### src/rtl/lru_age_tracker_if.sv
// lru_age_tracker_if
//   Bundles the event and query traffic between the cache controller and the
//   LRU age tracker.
//
//   Handshake semantics (single comment for the whole bus):
//     touch_valid, inval_valid and query_valid are plain valid strobes with no
//     ready. The tracker accepts one of each in every cycle and never stalls.
//     cand_valid is a one-cycle pulse that follows an accepted query by exactly
//     one clock. candidates/cand_full are meaningful only while cand_valid is 1.
//     Between pulses they hold the last result, or zero after reset.
//
//   Signals
//     touch_valid/touch_fill/touch_set/touch_way : hit (fill=0) or fill (fill=1) event
//     inval_valid/inval_set/inval_way            : invalidate one line
//     query_valid/query_set                      : victim query request
//     cand_valid/candidates/cand_full            : registered query result
//
//   Modports
//     master : cache controller side (drives events and queries)
//     slave  : tracker side (drives query results)
interface lru_age_tracker_if #(
  parameter int LOG_WAYS = 2,
  parameter int LOG_SETS = 6
);
  localparam int WAYS = 1 << LOG_WAYS;

  logic                touch_valid;
  logic                touch_fill;
  logic [LOG_SETS-1:0] touch_set;
  logic [LOG_WAYS-1:0] touch_way;

  logic                inval_valid;
  logic [LOG_SETS-1:0] inval_set;
  logic [LOG_WAYS-1:0] inval_way;

  logic                query_valid;
  logic [LOG_SETS-1:0] query_set;

  logic                cand_valid;
  logic [WAYS-1:0]     candidates;
  logic                cand_full;

  modport master (
    output touch_valid, touch_fill, touch_set, touch_way,
    output inval_valid, inval_set, inval_way,
    output query_valid, query_set,
    input  cand_valid, candidates, cand_full
  );

  modport slave (
    input  touch_valid, touch_fill, touch_set, touch_way,
    input  inval_valid, inval_set, inval_way,
    input  query_valid, query_set,
    output cand_valid, candidates, cand_full
  );
endinterface

### src/rtl/lru_age_tracker.sv
// lru_age_tracker
//   True-LRU bookkeeping for a set-associative cache. Each set keeps one age
//   per way (0 = most recently used, WAYS-1 = least recently used) and one
//   valid bit per way. A query returns a registered victim-candidate vector for
//   the downstream priority encoder:
//     - any invalid way in the set : every invalid way is flagged, cand_full=0
//     - all ways valid             : only the LRU way is flagged,  cand_full=1
//
//   Ports
//     clk      : clock, all state changes on the rising edge
//     reset_n  : synchronous reset, active low
//     bus      : lru_age_tracker_if.slave (events in, query results out)
//
//   The ages in each set always form a permutation of 0..WAYS-1. A touch only
//   increments ways younger than the touched way, so no age can pass WAYS-1.
module lru_age_tracker #(
  parameter int LOG_WAYS = 2,
  parameter int LOG_SETS = 6
) (
  input  logic               clk,
  input  logic               reset_n,
  lru_age_tracker_if.slave   bus
);

  localparam int WAYS = 1 << LOG_WAYS;
  localparam int SETS = 1 << LOG_SETS;
  localparam logic [LOG_WAYS-1:0] AGE_LRU = LOG_WAYS'(WAYS - 1);
  localparam logic [LOG_WAYS-1:0] AGE_ONE = LOG_WAYS'(1);

  typedef logic [WAYS-1:0][LOG_WAYS-1:0] age_row_t;

  // ---------------------------------------------------------------------------
  // State
  // ---------------------------------------------------------------------------
  age_row_t        age_q [SETS];
  logic [WAYS-1:0] vld_q [SETS];

  logic            cand_valid_q;
  logic [WAYS-1:0] candidates_q;
  logic            cand_full_q;

  // Reset value of one set's age row: way w starts with age w.
  function automatic age_row_t reset_row();
    age_row_t r;
    for (int w = 0; w < WAYS; w++) begin
      r[w] = LOG_WAYS'(w);
    end
    return r;
  endfunction

  // ---------------------------------------------------------------------------
  // Touch: compute the new age row for the touched set
  // ---------------------------------------------------------------------------
  age_row_t            touch_row;
  age_row_t            touch_row_nxt;
  logic [LOG_WAYS-1:0] touch_old;

  always_comb begin
    touch_row     = age_q[bus.touch_set];
    touch_old     = touch_row[bus.touch_way];
    touch_row_nxt = touch_row;
    for (int w = 0; w < WAYS; w++) begin
      if (LOG_WAYS'(w) == bus.touch_way) begin
        touch_row_nxt[w] = '0;
      end else if (touch_row[w] < touch_old) begin
        // Only ages below touch_old move up, so the largest result is
        // touch_old itself and the increment cannot wrap.
        touch_row_nxt[w] = touch_row[w] + AGE_ONE;
      end
    end
  end

  // ---------------------------------------------------------------------------
  // Query: victim candidates from pre-edge state (no bypass of same-cycle
  // touch/invalidate)
  // ---------------------------------------------------------------------------
  age_row_t        q_age;
  logic [WAYS-1:0] q_vld;
  logic [WAYS-1:0] q_lru_hot;
  logic            q_all_valid;
  logic [WAYS-1:0] q_cand;

  always_comb begin
    q_age       = age_q[bus.query_set];
    q_vld       = vld_q[bus.query_set];
    q_all_valid = &q_vld;
    q_lru_hot   = '0;
    for (int w = 0; w < WAYS; w++) begin
      q_lru_hot[w] = (q_age[w] == AGE_LRU);
    end
    q_cand = q_all_valid ? q_lru_hot : ~q_vld;
  end

  // ---------------------------------------------------------------------------
  // Sequential update
  // ---------------------------------------------------------------------------
  always_ff @(posedge clk) begin
    if (!reset_n) begin
      for (int s = 0; s < SETS; s++) begin
        age_q[s] <= reset_row();
        vld_q[s] <= '0;
      end
      cand_valid_q <= 1'b0;
      candidates_q <= '0;
      cand_full_q  <= 1'b0;
    end else begin
      if (bus.touch_valid) begin
        age_q[bus.touch_set] <= touch_row_nxt;
        if (bus.touch_fill) begin
          vld_q[bus.touch_set][bus.touch_way] <= 1'b1;
        end
      end
      // Placed after the fill so that an invalidate of the same line in the
      // same cycle leaves the line invalid.
      if (bus.inval_valid) begin
        vld_q[bus.inval_set][bus.inval_way] <= 1'b0;
      end

      cand_valid_q <= bus.query_valid;
      if (bus.query_valid) begin
        candidates_q <= q_cand;
        cand_full_q  <= q_all_valid;
      end
    end
  end

  assign bus.cand_valid = cand_valid_q;
  assign bus.candidates = candidates_q;
  assign bus.cand_full  = cand_full_q;

endmodule

### src/flat_wrapper.sv
// flat-port wrapper written by rule: the top's interface ports become plain ports
module lru_age_tracker_flat 
#(
  parameter int LOG_WAYS = 2,
  parameter int LOG_SETS = 6
)
  (clk, reset_n, bus_touch_valid, bus_touch_fill, bus_touch_set, bus_touch_way, bus_inval_valid, bus_inval_set, bus_inval_way, bus_query_valid, bus_query_set, bus_cand_valid, bus_candidates, bus_cand_full);
  lru_age_tracker_if #(.LOG_WAYS(LOG_WAYS), .LOG_SETS(LOG_SETS)) bus_i ();
  input  logic clk;
  input  logic reset_n;
  input wire logic [$bits(bus_i.touch_valid)-1:0] bus_touch_valid;
  input wire logic [$bits(bus_i.touch_fill)-1:0] bus_touch_fill;
  input wire logic [$bits(bus_i.touch_set)-1:0] bus_touch_set;
  input wire logic [$bits(bus_i.touch_way)-1:0] bus_touch_way;
  input wire logic [$bits(bus_i.inval_valid)-1:0] bus_inval_valid;
  input wire logic [$bits(bus_i.inval_set)-1:0] bus_inval_set;
  input wire logic [$bits(bus_i.inval_way)-1:0] bus_inval_way;
  input wire logic [$bits(bus_i.query_valid)-1:0] bus_query_valid;
  input wire logic [$bits(bus_i.query_set)-1:0] bus_query_set;
  output wire logic [$bits(bus_i.cand_valid)-1:0] bus_cand_valid;
  output wire logic [$bits(bus_i.candidates)-1:0] bus_candidates;
  output wire logic [$bits(bus_i.cand_full)-1:0] bus_cand_full;
  assign bus_i.touch_valid = bus_touch_valid;
  assign bus_i.touch_fill = bus_touch_fill;
  assign bus_i.touch_set = bus_touch_set;
  assign bus_i.touch_way = bus_touch_way;
  assign bus_i.inval_valid = bus_inval_valid;
  assign bus_i.inval_set = bus_inval_set;
  assign bus_i.inval_way = bus_inval_way;
  assign bus_i.query_valid = bus_query_valid;
  assign bus_i.query_set = bus_query_set;
  assign bus_cand_valid = bus_i.cand_valid;
  assign bus_candidates = bus_i.candidates;
  assign bus_cand_full = bus_i.cand_full;
  lru_age_tracker #(.LOG_WAYS(LOG_WAYS), .LOG_SETS(LOG_SETS)) u_core (.clk(clk), .reset_n(reset_n), .bus(bus_i));
endmodule
### config.mk
export PLATFORM = sky130hd
export DESIGN_NAME = lru_age_tracker_flat
export DESIGN_NICKNAME = d
export VERILOG_FILES = /design/src/rtl/lru_age_tracker_if.sv /design/src/rtl/lru_age_tracker.sv /design/src/flat_wrapper.sv
export SDC_FILE = /design/constraint.sdc
export NUM_CORES = 2
export LEC_CHECK = 0
export BUFFER_PORTS_ARGS = -buffer_cell sky130_fd_sc_hd__buf_2
export CAP_MARGIN = 30
export CORE_UTILIZATION = 30
export CTS_CLUSTER_SIZE = 24
export DETAILED_ROUTE_END_ITERATION = 10
export PLACE_DENSITY = 0.41
export SLEW_MARGIN = 20
export SYNTH_ARGS = -nofsm -noshare
export SYNTH_HDL_FRONTEND = slang
export SYNTH_SLANG_ARGS = --single-unit
### constraint.sdc
create_clock -name clk -period 7.7 [get_ports clk]
set_input_delay 1.155 -clock clk [delete_from_list [all_inputs] [get_ports clk]]
set_output_delay 1.155 -clock clk [all_outputs]
set_load 0.05 [all_outputs]
==> flow_summary_export.csv <==
group,metric,value,unit
status,status,"completed",
synth,ys_warn_count,0,
synth,synth.distinct_cells,83,
worst_hold_path,min_from,"u_core.bus.cand_full$_SDFFE_PN0P_",
global_route,grt_pass1_vias,30300,
power,p_total,0.0102,W
synth,ys_seq_area_share,53.7,%
timing,grt_setup_unrepaired,"false",
cells_and_area,utilization,34.0,%
run,cap_violations,0,
cells_and_area,postLayoutCellArea,43000,um^2
timing,tightestPinTransition,1040,ps
die,die_x,360,um
cells_and_area,nets,3540,
clocking,insertion_delay,700,ps
cells_and_area,fill_cells,12800,
timing,fin_crit,5880,ps
clocking,cts.repair.resized,0,
worst_hold_path,holdPathEnd,"u_core.bus.cand_full$_SDFFE_PN0P_",
clocking,cts_tree,"built",
setup_path,startpoint_type,"input pin",
timing,slew_headroom,29.7,%
setup_path,crit_fanout,59,
global_route,grt_max_degree,141,
route,vias_per_cell,6.03,
synth,synth_edf_count,512,
cells_and_area,syn_to_final_growth,11.9,%
clocking,clockRootBuffer,"clkbuf_16",
route,vias,31500,
synth,synthesis.nets,3666,
clocking,cts_sinks,774,
timing,final-setup-viol-count,0,
setup_path,end_kind,"flop",
cells_and_area,antenna_cells,0,
power,power_density,238,nW/um^2
power,leakage,13.4,nW
global_route,grt-ovfl-total,0,
synth,synthCells,3634,
clocking,numCtsBuffers,91,
setup_path,r2r_start,"u_core.age_q[38][5]$_SDFFCE_PN1P_",
global_route,grt_use_total,25.4,%
cells_and_area,drive_gt1_share,13.1,%
die,design.die.area,129000,um^2
setup_path,worstSetupPathType,"input pin to flop",
die,core_area,126000,um^2
placed_design,post-dp-hpwl,114000,um
timing,hold_violations,0,
synth,synthArstFlopShare,0,%
setup_path,arrival,6300,ps
die,start_util,30.4,%
clocking,postCtsSetupBuffers,0,
synth,ys.flop_type,"edfxtp_1",
clocking,holdBufCountCts,0,
placed_design,place_area,40100,um^2
setup_path,r2r_slack,3210,ps
clocking,max-clock-path-buffers,3,
route,ant_nets,0,
global_route,antenna_found_initial,4,
setup_path,rr_endpoint,"u_core.age_q[2][4]$_SDFFCE_PN0P_",
power,vdd_drop_max,156,uV
route,wire_per_inst,32.2,um
clocking,path_clk_slew,60,ps
setup_path,critPathRequiredTime,8130,ps
route,wirelength,168000,um
placed_design,place_inst,5064,
die,die_h,360,um
placed_design,finalWeightedCongestion,0.912,
synth,syn_area_per_cell,10.6,um^2
route,drc,0,
die,rows,130,
cells_and_area,fin_cells,5227,
timing,fin_worst_skew,30.6,ps
route,dr.pass1.iters,5,
global_route,grt_pass1_wl,237000,um
timing,drv_slew,0,
route,drt_iter0_drc,3422,
worst_hold_path,min_path_cells,2,
die,io_pins,34,
synth,synth.ff_latch_count,774,
synth,synth_area,38400,um^2
timing,setup_tns,0,ps
timing,fmax,170,MHz
placed_design,port_buffers,33,
setup_path,reg2reg_depth,12,
clocking,h-tree-depth,3,
worst_hold_path,hp-class,"flop to flop",
timing,fin_crit_sh,76.3,%
state kept, by name, summed over array words and instances, names as in the netlist:
name                   count
u_core.age_q             512
u_core.bus.cand_full       1
u_core.bus.cand_valid      1
u_core.bus.candidates      4
u_core.vld_q             256
area by class of cell:
class | count | area (um^2) | share of cell area, %
flip-flops and latches | 774 | 20600 | 48.0
multi-input cells | 2504 | 16300 | 37.9
clock buffers | 120 | 2570 | 5.97
well taps | 1650 | 2060 | 4.80
repair buffers | 124 | 1050 | 2.45
clock inverters | 42 | 342 | 0.795
inverters | 13 | 48.8 | 0.114
cells in the final DEF (no fill, tap or decap), types with 85 or more instances in the layout:
| cell type | n |
|---|---|
| a21oi_1 | 272 |
| a22oi_1 | 328 |
| clkbuf_16 | 94 |
| dfxtp_1 | 262 |
| edfxtp_1 | 512 |
| mux2i_1 | 85 |
| mux4_2 | 119 |
| nand2_1 | 553 |
| nand3_1 | 149 |
| nor2_1 | 292 |
| nor3_1 | 142 |
| o21ai_0 | 133 |
kinds of logic after synthesis:
| logic type | count (synthesis) | share of synthesized area, % |
|---|---|---|
| AND/OR/NAND/NOR | 1311 | 15.2 |
| AO/OA/AOI/OAI | 940 | 16.2 |
| flip-flops | 774 | 53.7 |
| buffers and inverters | 356 | 4.19 |
| multiplexers | 244 | 10.4 |
| XOR/XNOR | 5 | 0.134 |
| adder cells (fa/ha/maj) | 4 | 0.130 |
synthesized netlist by cell type, types with 4 or more instances:
master / count / area [um^2]
nand2_1: 556 / 2090
edfxtp_1: 512 / 15400
a22oi_1: 328 / 2460
nor2_1: 300 / 1130
a21oi_1: 272 / 1360
dfxtp_1: 262 / 5250
clkbuf_1: 209 / 785
nand3_1: 149 / 746
nor3_1: 143 / 716
o21ai_0: 133 / 666
mux4_2: 119 / 2680
mux2i_1: 85 / 851
buf_2: 74 / 370
o211ai_1: 58 / 435
nor4_1: 56 / 350
mux2_2: 36 / 405
a221oi_1: 29 / 254
buf_1: 28 / 105
o22ai_1: 23 / 144
buf_6: 17 / 191
nor2b_1: 15 / 93.8
buf_4: 14 / 105
nand3b_1: 13 / 97.6
a221o_1: 11 / 110
a31oi_1: 11 / 68.8
inv_1: 11 / 41.3
nor4_2: 10 / 125
nand4_1: 9 / 56.3
or3b_2: 9 / 78.8
a22o_1: 8 / 70.1
nand2b_1: 8 / 50.1
o221ai_1: 8 / 70.1
or3_1: 8 / 50.1
a32oi_1: 7 / 61.3
and3_1: 7 / 43.8
nor3b_1: 7 / 52.6
and2_1: 6 / 37.5
and3b_1: 6 / 52.6
a211oi_1: 4 / 30.0
ha_1: 4 / 50.1
o2bb2ai_1: 4 / 35.0
routing by layer:
layer / share of wire [%] / GRT usage, % / routed length, um
met4: 2.5 / 6.12 / 4130
met3: 7.0 / 3.77 / 11800
met5: 0.0095 / 0 / 16
met2: 45 / 40.0 / 76400
met1: 45 / 36.4 / 75900
stage by stage:
stage                     hold WS [ps]  worst slack (ps)
after detailed placement           470              1220
after CTS                          487              1930
after floorplan                    501              2670
after global placement             455              1300
final                              473              1820
after global routing               535              1730
worst max-delay path: stages:
cell and delay, ps:
buf_6 520, and2_1 790, buf_4 370, a22oi_1 120, o21ai_0 230, o21ai_0 260
o221ai_1 250, or3_1 300, nor2_1 70, o32a_1 410, ha_1 370, or2_2 320
xor2_1 180, a32oi_4 200, buf_4 480, nor2_1 90
worst max path at each step:
stage | start | endpoint | slack (ps) | cells after the start
5_1_grt | bus_touch_set[0] | u_core.age_q[23][4]$_SDFFCE_PN0P_ | 1730 | 16
2_1_floorplan | bus_touch_set[2] | u_core.age_q[23][5]$_SDFFCE_PN1P_ | 2670 | 17
3_5_place_dp | bus_touch_set[0] | u_core.age_q[2][4]$_SDFFCE_PN0P_ | 1220 | 16
4_1_cts | bus_touch_set[0] | u_core.age_q[40][5]$_SDFFCE_PN1P_ | 1930 | 16
3_3_place_gp | bus_touch_set[0] | u_core.age_q[7][4]$_SDFFCE_PN0P_ | 1300 | 16
6_report | bus_touch_set[0] | u_core.age_q[2][4]$_SDFFCE_PN0P_ | 1820 | 16
report_power, final:
| part | switching, W | internal (W) | leakage (nW) |
|---|---|---|---|
| Combinational | 0.00107 | 0.000295 | 5.44 |
| Sequential | 0.0000475 | 0.00448 | 6.59 |
| Clock | 0.00185 | 0.00250 | 1.41 |
Note: power is estimated with default switching activity, not from simulation.
